## config.mk

```make
export PLATFORM = sky130hd
export DESIGN_NAME = prog_loader_flat
export DESIGN_NICKNAME = d
export VERILOG_FILES = /design/src/rtl/prog_loader_if.sv /design/src/rtl/prog_loader.sv /design/src/flat_wrapper.sv
export SDC_FILE = /design/constraint.sdc
export NUM_CORES = 1
export LEC_CHECK = 0
export CORE_UTILIZATION = 40
export CTS_CLUSTER_DIAMETER = 100
export DETAILED_ROUTE_END_ITERATION = 10
export PLACE_DENSITY_LB_ADDON = 0.25
export SYNTH_ARGS = -nofsm -noshare
export SYNTH_HDL_FRONTEND = slang
export SYNTH_SLANG_ARGS = --single-unit
```

## constraint.sdc

```tcl
create_clock -name clk -period 2.7 [get_ports clk]
set_input_delay 0.405 -clock clk [delete_from_list [all_inputs] [get_ports clk]]
set_output_delay 0.405 -clock clk [all_outputs]
set_load 0.01 [all_outputs]
```

## src/rtl/prog_loader_if.sv

```systemverilog
// Stream-in and memory-write bundle between the boot loader and its environment.
// The loader sits on the slave side: it consumes the byte stream and drives the memory port.
interface prog_loader_if #(
    parameter int ADDR_WIDTH = 8,
    parameter int DATA_WIDTH = 8
);
    logic                  in_valid;
    logic [DATA_WIDTH-1:0] in_data;
    logic                  in_ready;
    logic                  mem_we;
    logic [ADDR_WIDTH-1:0] mem_addr;
    logic [DATA_WIDTH-1:0] mem_data;

    modport master (
        output in_valid, in_data,
        input  in_ready, mem_we, mem_addr, mem_data
    );

    modport slave (
        input  in_valid, in_data,
        output in_ready, mem_we, mem_addr, mem_data
    );
endinterface

```

## src/rtl/prog_loader.sv

```systemverilog
// Boot-time program loader: takes a (length, payload, checksum) frame, writes the payload
// to main memory from address 0, and releases the CPU from reset only after a verified load.
module prog_loader #(
    parameter int ADDR_WIDTH = 8,
    parameter int DATA_WIDTH = 8
) (
    input  logic        clk,
    input  logic        reset,
    input  logic        start,
    input  logic        cpu_halt,
    prog_loader_if.slave bus,
    output logic        cpu_reset,
    output logic        busy,
    output logic        done,
    output logic        error
);

    typedef enum logic [2:0] {IDLE, LEN, DATA, CSUM, RUN, ERROR} state_t;

    state_t                state, state_nx;
    logic [ADDR_WIDTH:0]   remaining, remaining_nx;
    logic [ADDR_WIDTH-1:0] addr, addr_nx;
    logic [DATA_WIDTH-1:0] sum, sum_nx;
    logic                  mem_we_nx;
    logic [ADDR_WIDTH-1:0] mem_addr_nx;
    logic [DATA_WIDTH-1:0] mem_data_nx;
    logic                  done_nx, error_nx, busy_nx;
    logic                  xfer;

    function automatic logic [DATA_WIDTH-1:0] csum_add(input logic [DATA_WIDTH-1:0] a,
                                                       input logic [DATA_WIDTH-1:0] b);
        return a + b;
    endfunction

    assign xfer    = bus.in_valid & bus.in_ready;
    assign busy_nx = (state_nx == LEN) || (state_nx == DATA) || (state_nx == CSUM);

    always_comb begin
        state_nx     = state;
        remaining_nx = remaining;
        addr_nx      = addr;
        sum_nx       = sum;
        mem_we_nx    = 1'b0;
        mem_addr_nx  = bus.mem_addr;
        mem_data_nx  = bus.mem_data;
        done_nx      = done;
        error_nx     = error;
        case (state)
            IDLE: begin
                if (start) begin
                    state_nx = LEN;
                    done_nx  = 1'b0;
                    error_nx = 1'b0;
                end
            end
            LEN: begin
                if (xfer) begin
                    // A zero length byte stands for a full 2^ADDR_WIDTH image.
                    remaining_nx = (bus.in_data == '0) ? {1'b1, {ADDR_WIDTH{1'b0}}}
                                                       : {1'b0, bus.in_data};
                    addr_nx      = '0;
                    sum_nx       = '0;
                    state_nx     = DATA;
                end
            end
            DATA: begin
                if (xfer) begin
                    mem_we_nx    = 1'b1;
                    mem_addr_nx  = addr;
                    mem_data_nx  = bus.in_data;
                    sum_nx       = csum_add(sum, bus.in_data);
                    addr_nx      = addr + ADDR_WIDTH'(1);
                    remaining_nx = remaining - (ADDR_WIDTH+1)'(1);
                    if (remaining == (ADDR_WIDTH+1)'(1))
                        state_nx = CSUM;
                end
            end
            CSUM: begin
                if (xfer) begin
                    if (bus.in_data == sum) begin
                        state_nx = RUN;
                        done_nx  = 1'b1;
                    end else begin
                        state_nx = ERROR;
                        error_nx = 1'b1;
                    end
                end
            end
            RUN: begin
                // A new load takes priority over a halt reclaim.
                if (start) begin
                    state_nx = LEN;
                    done_nx  = 1'b0;
                end else if (cpu_halt) begin
                    state_nx = IDLE;
                end
            end
            ERROR: begin
                if (start) begin
                    state_nx = LEN;
                    error_nx = 1'b0;
                end
            end
            default: state_nx = IDLE;
        endcase
    end

    always_ff @(posedge clk) begin
        if (reset) state <= IDLE;
        else       state <= state_nx;
    end

    // Frame bookkeeping is always initialised in LEN before use, so it needs no reset.
    always_ff @(posedge clk) begin
        remaining <= remaining_nx;
        addr      <= addr_nx;
        sum       <= sum_nx;
    end

    always_ff @(posedge clk) begin
        if (reset) begin
            bus.in_ready <= 1'b0;
            bus.mem_we   <= 1'b0;
            bus.mem_addr <= '0;
            bus.mem_data <= '0;
            busy         <= 1'b0;
            done         <= 1'b0;
            error        <= 1'b0;
            cpu_reset    <= 1'b1;
        end else begin
            bus.in_ready <= busy_nx;
            bus.mem_we   <= mem_we_nx;
            bus.mem_addr <= mem_addr_nx;
            bus.mem_data <= mem_data_nx;
            busy         <= busy_nx;
            done         <= done_nx;
            error        <= error_nx;
            cpu_reset    <= (state_nx != RUN);
        end
    end

endmodule

```

## src/flat_wrapper.sv

```systemverilog
// flat-port wrapper written by rule: the top's interface ports become plain ports
module prog_loader_flat 
#(
    parameter int ADDR_WIDTH = 8,
    parameter int DATA_WIDTH = 8
)
  (clk, reset, start, cpu_halt, cpu_reset, busy, done, error, bus_in_valid, bus_in_data, bus_in_ready, bus_mem_we, bus_mem_addr, bus_mem_data);
  prog_loader_if #(.ADDR_WIDTH(ADDR_WIDTH), .DATA_WIDTH(DATA_WIDTH)) bus_i ();
  input  logic clk;
  input  logic reset;
  input  logic start;
  input  logic cpu_halt;
  output logic cpu_reset;
  output logic busy;
  output logic done;
  output logic error;
  input wire logic [$bits(bus_i.in_valid)-1:0] bus_in_valid;
  input wire logic [$bits(bus_i.in_data)-1:0] bus_in_data;
  output wire logic [$bits(bus_i.in_ready)-1:0] bus_in_ready;
  output wire logic [$bits(bus_i.mem_we)-1:0] bus_mem_we;
  output wire logic [$bits(bus_i.mem_addr)-1:0] bus_mem_addr;
  output wire logic [$bits(bus_i.mem_data)-1:0] bus_mem_data;
  assign bus_i.in_valid = bus_in_valid;
  assign bus_i.in_data = bus_in_data;
  assign bus_in_ready = bus_i.in_ready;
  assign bus_mem_we = bus_i.mem_we;
  assign bus_mem_addr = bus_i.mem_addr;
  assign bus_mem_data = bus_i.mem_data;
  prog_loader #(.ADDR_WIDTH(ADDR_WIDTH), .DATA_WIDTH(DATA_WIDTH)) u_core (.clk(clk), .reset(reset), .start(start), .cpu_halt(cpu_halt), .bus(bus_i), .cpu_reset(cpu_reset), .busy(busy), .done(done), .error(error));
endmodule
```

# [Yosys cells after proc, flatten, opt, wreduce, memory -nomap -nowiden]
# Index checks and enable logic that the tools add are counted.
[word_totals] reg_bits=49 in_bits=13 output_inout_bits=22 elab_cells=74
[classes] bitwise_logic=2 mux=26 eq_ne=18 addsub=3 reduce_logical=14
[ops] cell="case mux 8 bit (2 select lines)" count=2
[ops] cell="2-to-1 mux 9 bit" count=3
[ops] cell="2-to-1 mux 8 bit" count=3
[ops] cell="2-to-1 mux 3 bit" count=7
[ops] cell="case mux 9 bit (2 select lines)" count=1
[ops] cell="case mux 3 bit (5 select lines)" count=1
[ops] cell="== test 3 x 2 -> 1 bit, second input constant" count=4
[ops] cell="!= test 2 x 1 -> 1 bit, second input constant" count=6
[ops] cell="== test 9 x 1 -> 1 bit, second input constant" count=1
[ops] cell="subtractor 9 x 1 -> 9 bit, second input constant" count=1
[ops] cell="adder 8 x 1 -> 8 bit, second input constant" count=1
[ops] cell="adder 8 bit" count=1
[ops] cell="== test 8 bit" count=1
[ops] cell="logical NOT 8 bit" count=1
[ops] cell="AND reduction 4 bit" count=2
[ops] cell="2-to-1 mux 1 bit" count=7
[ops] cell="== test 3 x 1 -> 1 bit, second input constant" count=2
[ops] cell="== test 3 bit, second input constant" count=2
[ops] cell="nonzero test 2 bit" count=3
[ops] cell="OR reduction 2 bit" count=3
[ops] cell="case mux 1 bit (2 select lines)" count=2
[ops] cell="logical NOT 3 bit" count=1
[ops] cell="!= test 3 bit, second input constant" count=1
[ops] cell="AND reduction 3 bit" count=1
[ops] cell="5 further kinds" count=6

# [Depth between registers and ports, before layout]
# Gate-level depths: netlist of the first run.
[depth] word_depth=7 depth_mapped=7 mapped_depth_nobuf=7

# [Least setup slack after synthesis of the first run]
# No wires, ideal clock.
[synth_timing] kind="register -> register" from="register u_core.state[0]" to="register u_core.addr[0], enable pin" arrival_time_ns=2.314 path_buffers=1 setup_ns=0.438 required_ns=2.262 stages_incl_launch_ff=4 setup_slack_ns=-0.053 period_less_slack_ns=2.753 cell_sequence="dfxtp_1 > buf_2 > xnor2_1 > nor3_1"
[synth_between] elab_chain_cells=3 elab_cells_between_ends=6 cone_classes="eq/ne: 4; reduce/logical: 2"
[synth_lines] item="start, declared" line_no="prog_loader.sv:20" rtl="state_t state, state_nx;"
[synth_lines] item="start signal, assigned" line_no="prog_loader.sv:110" rtl="else state <= state_nx;"
[synth_lines] item="== test 3 x 2 -> 1 bit or == test 3 x 1 -> 1 bit (tied branches)" line_no="prog_loader.sv:48" rtl="case (state)"
[synth_lines] item="!= test 2 x 1 -> 1 bit (no source line) or nonzero test 2 bit (tied branches)"
[synth_lines] item="AND reduction 3 bit (no source line) *"
[synth_lines] item="end signal, assigned" line_no="prog_loader.sv:116" rtl="addr <= addr_nx;"
[synth_lines] item="end, declared" line_no="prog_loader.sv:22" rtl="logic [ADDR_WIDTH-1:0] addr, addr_nx;"
# Every way passes the cells marked *; elsewhere a longest branch is shown, timed or not.
# A chain may end at the register's enable or synchronous reset.

# [Worst setup path after layout of the first run]
[layout_timing] from="input port bus_in_data[3]" to="register u_core.cpu_reset"
[layout_between] elab_chain_cells=5
[layout_lines] item="start, declared" line_no="flat_wrapper.sv:18" rtl="input wire logic [$bits(bus_i.in_data)-1:0] bus_in_data;"
[layout_lines] item="== test 8 bit" line_no="prog_loader.sv:80" rtl="if (bus.in_data == sum) begin"
[layout_lines] item="2-to-1 mux 1 bit" line_no="prog_loader.sv:80"
[layout_lines] item="2-to-1 mux 3 bit" line_no="prog_loader.sv:79" rtl="if (xfer) begin"
[layout_lines] item="case mux 3 bit (5 select lines)" line_no="prog_loader.sv:48"
[layout_lines] item="!= test 3 bit" line_no="prog_loader.sv:138" rtl="cpu_reset <= (state_nx != RUN);"
[layout_lines] item="end signal, assigned" line_no="prog_loader.sv:138"
[layout_lines] item="end, declared" line_no="prog_loader.sv:12" rtl="output logic cpu_reset,"
# No other way between the ends.

==> qor.yml, run 1 <==
drc: 0
grt_use_total_pct: 17.9
synthFlopType: "edfxtp_1"
power.leakage_nw: 1.06
final_common_cell: "nand2_1"
ys_warn_count: 0
clk_pin_slew_ps: 90
antenna_left: 0
first_global_vias: 1829
post_cts_buffers: 0
syn_inst: 264
cp-start-kind: "input pin"
cp-end-kind: "flop"
viasPerCell: 5.29
hold_viol: 0
reg2reg_from: "u_core.sum[3]"
yosysTopAreaCell: "edfxtp_1"
ir_drop_mv: 0.318
grt_first_pass_wirelength_mm: 8.87
hpwl_mm: 3.70
tns_ps: 0
worst_skew_pair.late_latency_ps: 300
whs_path_depth: 2
synthArstFlopShare_pct: 0
post_route_cells_drive_above_1_share_pct: 5.37
min_from: "u_core.bus.mem_addr[1]"
initial_core_util_pct: 41.9
r2r_end: "u_core.cpu_reset"
cts_tree: "built"
final_cell_mix: "45 x nand2_1, 34 x clkdlybuf4s50_1, 25 x edfxtp_1"
synth_seq_cells: 49
synth_area_sq_mm: 0.00250
drt-initial-drc-count: 80
io_buffers: 34
whs_endpoint: "u_core.bus.mem_addr[1]"
postLayoutCoreUtil_pct: 51.0
p_per_area_mw_per_mm2: 504
setup_viol_count_final: 0
synth_edf_count: 25
hp-class: "reg -> reg"
vias: 1975
io_pins: 35
slew_violations: 0
synth_seq_area_share_pct: 49.3
ctsLongestPathBuffers: 2
core_area_sq_mm: 0.00596
critPathMaxFanout: 5
cap_violations: 0
worst-setup-path-type: "in -> reg"
rows: 28
fin_nets: 321
cts_buffers: 5
multi_input_comb_area_sq_mm: 0.00118
dieHeight_um: 81.0
cp_data_required_time_ps: 2880
ctsRootBufferMaster: "clkbuf_8"
area_delta_synth_final_pct: 21.6
slew_headroom_pct: 55.7
syn-num-nets: 288
overflow: 0
synth_area_leaders: "edfxtp_1 30%, dfxtp_1 19%, nand2_1 6.8%"
synth_cell_types: 44
postCtsHoldBufs: 0
cts_resized: 0
avgSynthCellArea_sq_um: 9.46
antenna_found_initial: 0
fin_crit_sh_pct: 79.7
place.gp.congestion: 0.868
totalWireLength_mm: 5.42
seqCellArea_sq_mm: 0.00123
status: "finished, final reports clean"
rrSetupSlack_ps: 760
yosysTopAreaCellShare_pct: 30.1
rsz0062_at_grt: "no"
first_pass_iters: 4
hold_slack_ps: 459
avgRoutedWirePerCell_um: 14.5
skew_ps: 6.63
fillers: 572
clock-sinks: 49
period_minus_slack_ps: 2150
finalPower_mw: 1.53
h-tree-depth: 2
dieArea_sq_mm: 0.00656
ff2ff_path_depth: 5
critical_path_arrival_ps: 2340
fmax_mhz: 465
die_w_um: 81.0
grt_max_degree: 29
antennaDiodeCount: 0
worst-slew-pin-transition_ps: 665
-- cell type report --
class                      count  share of cell area, %
sequential                    49                   40.5
multi-input combinational    196                   39.0
timing repair buffer          39                   12.4
clock buffer                   6                   3.09
tap                           75                   3.09
clock inverter                 2                   1.15
inverter                       6                  0.741
-- metal layers --
metal,vias to the layer above,GRT usage [%],wire [um]
met3,7,3.48,219
met1,923,24.2,2730
met5,-,0,0
met4,0,5.71,78
met2,48,28.7,2390
li1,997,-,-
-- cells by family (layout without fill, tap and decap cells) --
kind of cell | after synthesis | after routing | synth area share (%)
AND/OR/NAND/NOR | 121 | 121 | 24.0
flip-flops | 49 | 49 | 49.3
AO/OA/AOI/OAI | 46 | 46 | 10.9
buffers and inverters | 19 | 53 | 3.51
XOR/XNOR | 15 | 15 | 5.26
adder cells (fa/ha/maj) | 11 | 11 | 5.81
multiplexers | 3 | 3 | 1.20
-- cells in the mapped netlist (3+ instances only) --
cell	number
a211oi_1	5
a21oi_1	18
and3_1	4
buf_2	4
clkbuf_1	7
dfxtp_1	24
edfxtp_1	25
ha_1	10
inv_1	6
mux2i_1	3
nand2_1	45
nand2b_1	5
nand3_1	13
nor2_1	20
nor2b_1	5
nor3_1	7
nor3b_1	5
nor4_1	4
o21ai_0	9
o21ai_1	3
or3_1	3
xnor2_1	7
xor2_1	8
-- report_power, final --
group / internal, mW / switching (mW) / total [mW]
Combinational: 0.0651 / 0.0753 / 0.140
Sequential: 0.793 / 0.0157 / 0.809
Clock: 0.331 / 0.252 / 0.583
-- critical path, stage by stage --
cell and delay, ps:
clkdlybuf4s50_1 470, ha_1 380, nor4_1 490, nand3_1 190, a211oi_1 320, nand2_1 70
-- worst max-delay path by stage --
stage               startpoint               end  cells after the start
5_1_grt         bus_in_data[3]  u_core.cpu_reset                      6
6_report        bus_in_data[3]  u_core.cpu_reset                      6
3_5_place_dp    bus_in_data[1]  u_core.cpu_reset                      6
3_3_place_gp    bus_in_data[0]     u_core.sum[6]                      8
2_1_floorplan  u_core.state[0]    u_core.addr[0]                      3
4_1_cts         bus_in_data[1]  u_core.cpu_reset                      6
-- metrics by stage --
stage | setup WS (ps) | cells | cell area (sq um)
4_1_cts | 570 | 373 | 3040
2_1_floorplan | 712 | 264 | 2500
3_3_place_gp | 306 | 365 | 2910
5_1_grt | 380 | 373 | 3040
3_5_place_dp | 229 | 365 | 2910
6_report | 548 | 373 | 3040
-- registers in the layout, summed over array words and instances, names as in the netlist --
name,count
u_core.bus.mem_data,8
u_core.remaining,9
u_core.addr,8
u_core.bus.mem_addr,8
u_core.bus.mem_we,1
u_core.error,1
u_core.done,1
u_core.sum,8
u_core.state,3
u_core.bus.in_ready,1
u_core.cpu_reset,1
No activity file was read; power rests on OpenSTA's default activity.
==> inputs of run 2 (changes only) <==
clock period = 1.9 ns   (was 2.7 ns; I/O delays follow)
==> run 2 against run 1 <==
Compared with the run above:
- worst setup slack lost 490 ps
- via count grew 5.0%
- wire length grew 1.3%
- sequential share of layout area shrank 2.3 points
- critical path depth grew 2
- die area is the same
- clock skew grew 3.0 ps
- clock-buffer cell count is the same
- combinational power grew 81%
- sequential power grew 41%
- utilization grew 3.1 points
- critical path type unchanged
- largest cell class unchanged
==> qor.yml, run 2 (same netlist as run 1, synthesis figures left out) <==
status: "finished, final reports clean"  # unchanged
die_w_um: 81.0  # unchanged
rsz0062_at_grt: "yes"  # was no
ir_drop_mv: 0.324  # was 0.318 mV
reg2reg_from: "u_core.sum[1]"  # was u_core.sum[3]
dieHeight_um: 81.0  # unchanged
fillers: 555  # was 572
overflow: 0  # unchanged
final_common_cell: "nand2_1"  # unchanged
cp_data_required_time_ps: 2090  # was 2880 ps
cap_violations: 0  # unchanged
critPathTopFamily: "buffers and inverters"  # was simple AND/OR/NAND/NOR gates
crit_path_frequent_cell: "buf_4"
largest_reg_flops: 9  # unchanged
h-tree-depth: 2  # unchanged
p_per_area_mw_per_mm2: 627  # was 504 mW/mm^2
power.leakage_nw: 1.17  # was 1.06 nW
hp-class: "in -> reg"  # was reg -> reg
totalWireLength_mm: 5.49  # was 5.42 mm
clock_power_share_pct: 31.0  # was 38.0%
cts_buffers: 5  # unchanged
avgRoutedWirePerCell_um: 13.8  # was 14.5 um
initial_core_util_pct: 41.9  # unchanged
place.gp.congestion: 0.882  # was 0.868
hold_viol: 0  # unchanged
grt_first_pass_wirelength_mm: 8.83  # was 8.87 mm
worst_skew_pair.late_latency_ps: 310  # was 300 ps
fin_crit_sh_pct: 96.8
grt_use_total_pct: 17.8  # was 17.9%
ff2ff_path_depth: 7  # was 5
antenna_found_initial: 0  # unchanged
drt-initial-drc-count: 125  # was 80
fin_nets: 346  # was 321
clk_pin_slew_ps: 90  # about the same
min_from: "bus_in_data[0]"  # was u_core.bus.mem_addr[1]
path_cells: "clkdlybuf4s50_1, ha_1, nor4_2, buf_4, nand3_1, buf_4, a21oi_1, nor3_1"  # was clkdlybuf4s50_1, ha_1, nor4_1, nand3_1, a211oi_1, nand2_1
cp-start-kind: "input pin"  # unchanged
p_switching_uw: 505  # was 343 uW
grt_max_degree: 29  # unchanged
skew_ps: 9.62  # was 6.63 ps
whs_endpoint: "u_core.bus.mem_data[0]"  # was u_core.bus.mem_addr[1]
fmax_mhz: 544
period_minus_slack_ps: 1840
viasPerCell: 5.21  # was 5.29
io_pins: 35  # unchanged
cts_tree: "built"  # unchanged
antennaDiodeCount: 0  # unchanged
cp_slowest_cell: "clkdlybuf4s50_1"  # was nor4_1
worst-path-buf-inv: 3  # was 1
final_cell_mix: "45 x nand2_1, 33 x clkdlybuf4s50_1, 29 x buf_4"  # was 45 x nand2_1, 34 x clkdlybuf4s50_1, 25 x edfxtp_1
sequentialPowerShare_pct: 56.5  # was 52.8%
vias: 2074  # was 1,975
dieArea_sq_mm: 0.00656  # unchanged
clock-sinks: 49  # unchanged
antenna_left: 0  # unchanged
rrSetupSlack_ps: 90  # was 760 ps
setup_viol_count_final: 0  # unchanged
first_pass_iters: 6  # was 4
r2r_end: "u_core.error"  # was u_core.cpu_reset
instances_no_fill: 398  # was 373
core_area_sq_mm: 0.00596  # unchanged
slew_headroom_pct: 74.6  # was 55.7%
critical_path_arrival_ps: 2030  # was 2340 ps
worst-slew-pin-transition_ps: 378  # was 665 ps
io_buffers: 34  # unchanged
ctsRootBufferMaster: "clkbuf_8"  # unchanged
critPathMaxFanout: 3  # was 5
p_int_mw: 1.51  # was 1.19 mW
place_inst: 390  # was 365
hold_slack_ps: 405  # was 459 ps
ctsLongestPathBuffers: 2  # unchanged
finalPower_mw: 2.02  # was 1.53 mW
post_cts_buffers: 0  # unchanged
setup_ws_ps: 60.7  # was 548 ps
worst-setup-path-type: "in -> reg"  # unchanged
cpPeakStageDelay_ps: 450  # was 490 ps
post_route_cells_drive_above_1_share_pct: 13.9  # was 5.37%
comb_power_share_pct: 12.5  # was 9.2%
swShare_pct: 25.0  # was 22.4%
regMostFlops: "u_core.remaining"  # unchanged
rows: 28  # unchanged
first_global_vias: 1846  # was 1,829
drc: 0  # unchanged
place_ws_ps: -310  # was 229 ps
whs_path_depth: 4  # was 2
worst-path-stages: 8  # was 6
area_delta_synth_final_pct: 29.1  # was 21.6%
slew_violations: 0  # unchanged
cp-end-kind: "flop"  # unchanged
hpwl_mm: 3.94  # was 3.70 mm
==> run 2: layer usage <==
metal / routed length (um) / global-route usage (%) / vias to the layer above
met3: 188 / 4.27 / 5
met4: 47 / 4.82 / 0
met5: 0 / 0 / -
met1: 2740 / 25.6 / 984
li1: - / - / 1052
met2: 2510 / 26.6 / 33
==> run 2: final cells by class <==
cell class	count	area, sq um	share of cell area (%)
inverters	6	22.5	0.699
clock buffers	6	72.6	2.25
flip-flops and latches	49	1230	38.2
repair buffers	64	581	18.0
multi-input cells	196	1210	37.5
well taps	75	93.8	2.91
clock inverters	2	13.8	0.427
==> run 2: metrics by stage <==
step                      TNS (ps)  utilization [%]  instance area, sq um
final                            0             54.1                  3220
after detailed placement     -1810             52.3                  3120
after global routing          -111             54.1                  3220
after CTS                        0             53.8                  3200
after floorplan                  0                -                  2510
after global placement       -1390             52.3                  3120
==> run 2: timing repair <==
item,CTS,global route
resized for setup,0,6
setup endpoints to repair,0,5
hold buffers,0,0
==> run 2: power groups by stage <==
stage / clock [mW] / combinational, mW / sequential [mW]
final: 0.627 / 0.253 / 1.14
after global routing: 0.681 / 0.279 / 1.14
after CTS: 0.634 / 0.248 / 1.14
after detailed placement: 0 / 0.246 / 1.16
after global placement: 0 / 0.245 / 1.16
after floorplan: 0 / 0.131 / 1.16
==> run 2: how the worst max path moves through the flow <==
| stage | from | end | slack [ps] |
|---|---|---|---|
| finish | bus_in_data[1] | u_core.error | 60 |
| CTS | bus_in_data[1] | u_core.cpu_reset | 10 |
| floorplan | u_core.bus.in_ready | u_core.addr[0] | 250 |
| global placement | bus_in_data[0] | u_core.sum[6] | -250 |
| global route | bus_in_data[1] | u_core.cpu_reset | -50 |
| detailed placement | bus_in_data[1] | u_core.cpu_reset | -310 |
==> run 2: worst min-delay path: stages <==
cell and delay [ps]:
dlymetal6s2s_1 140, buf_4 150, nand2_1 50, a21oi_1 50
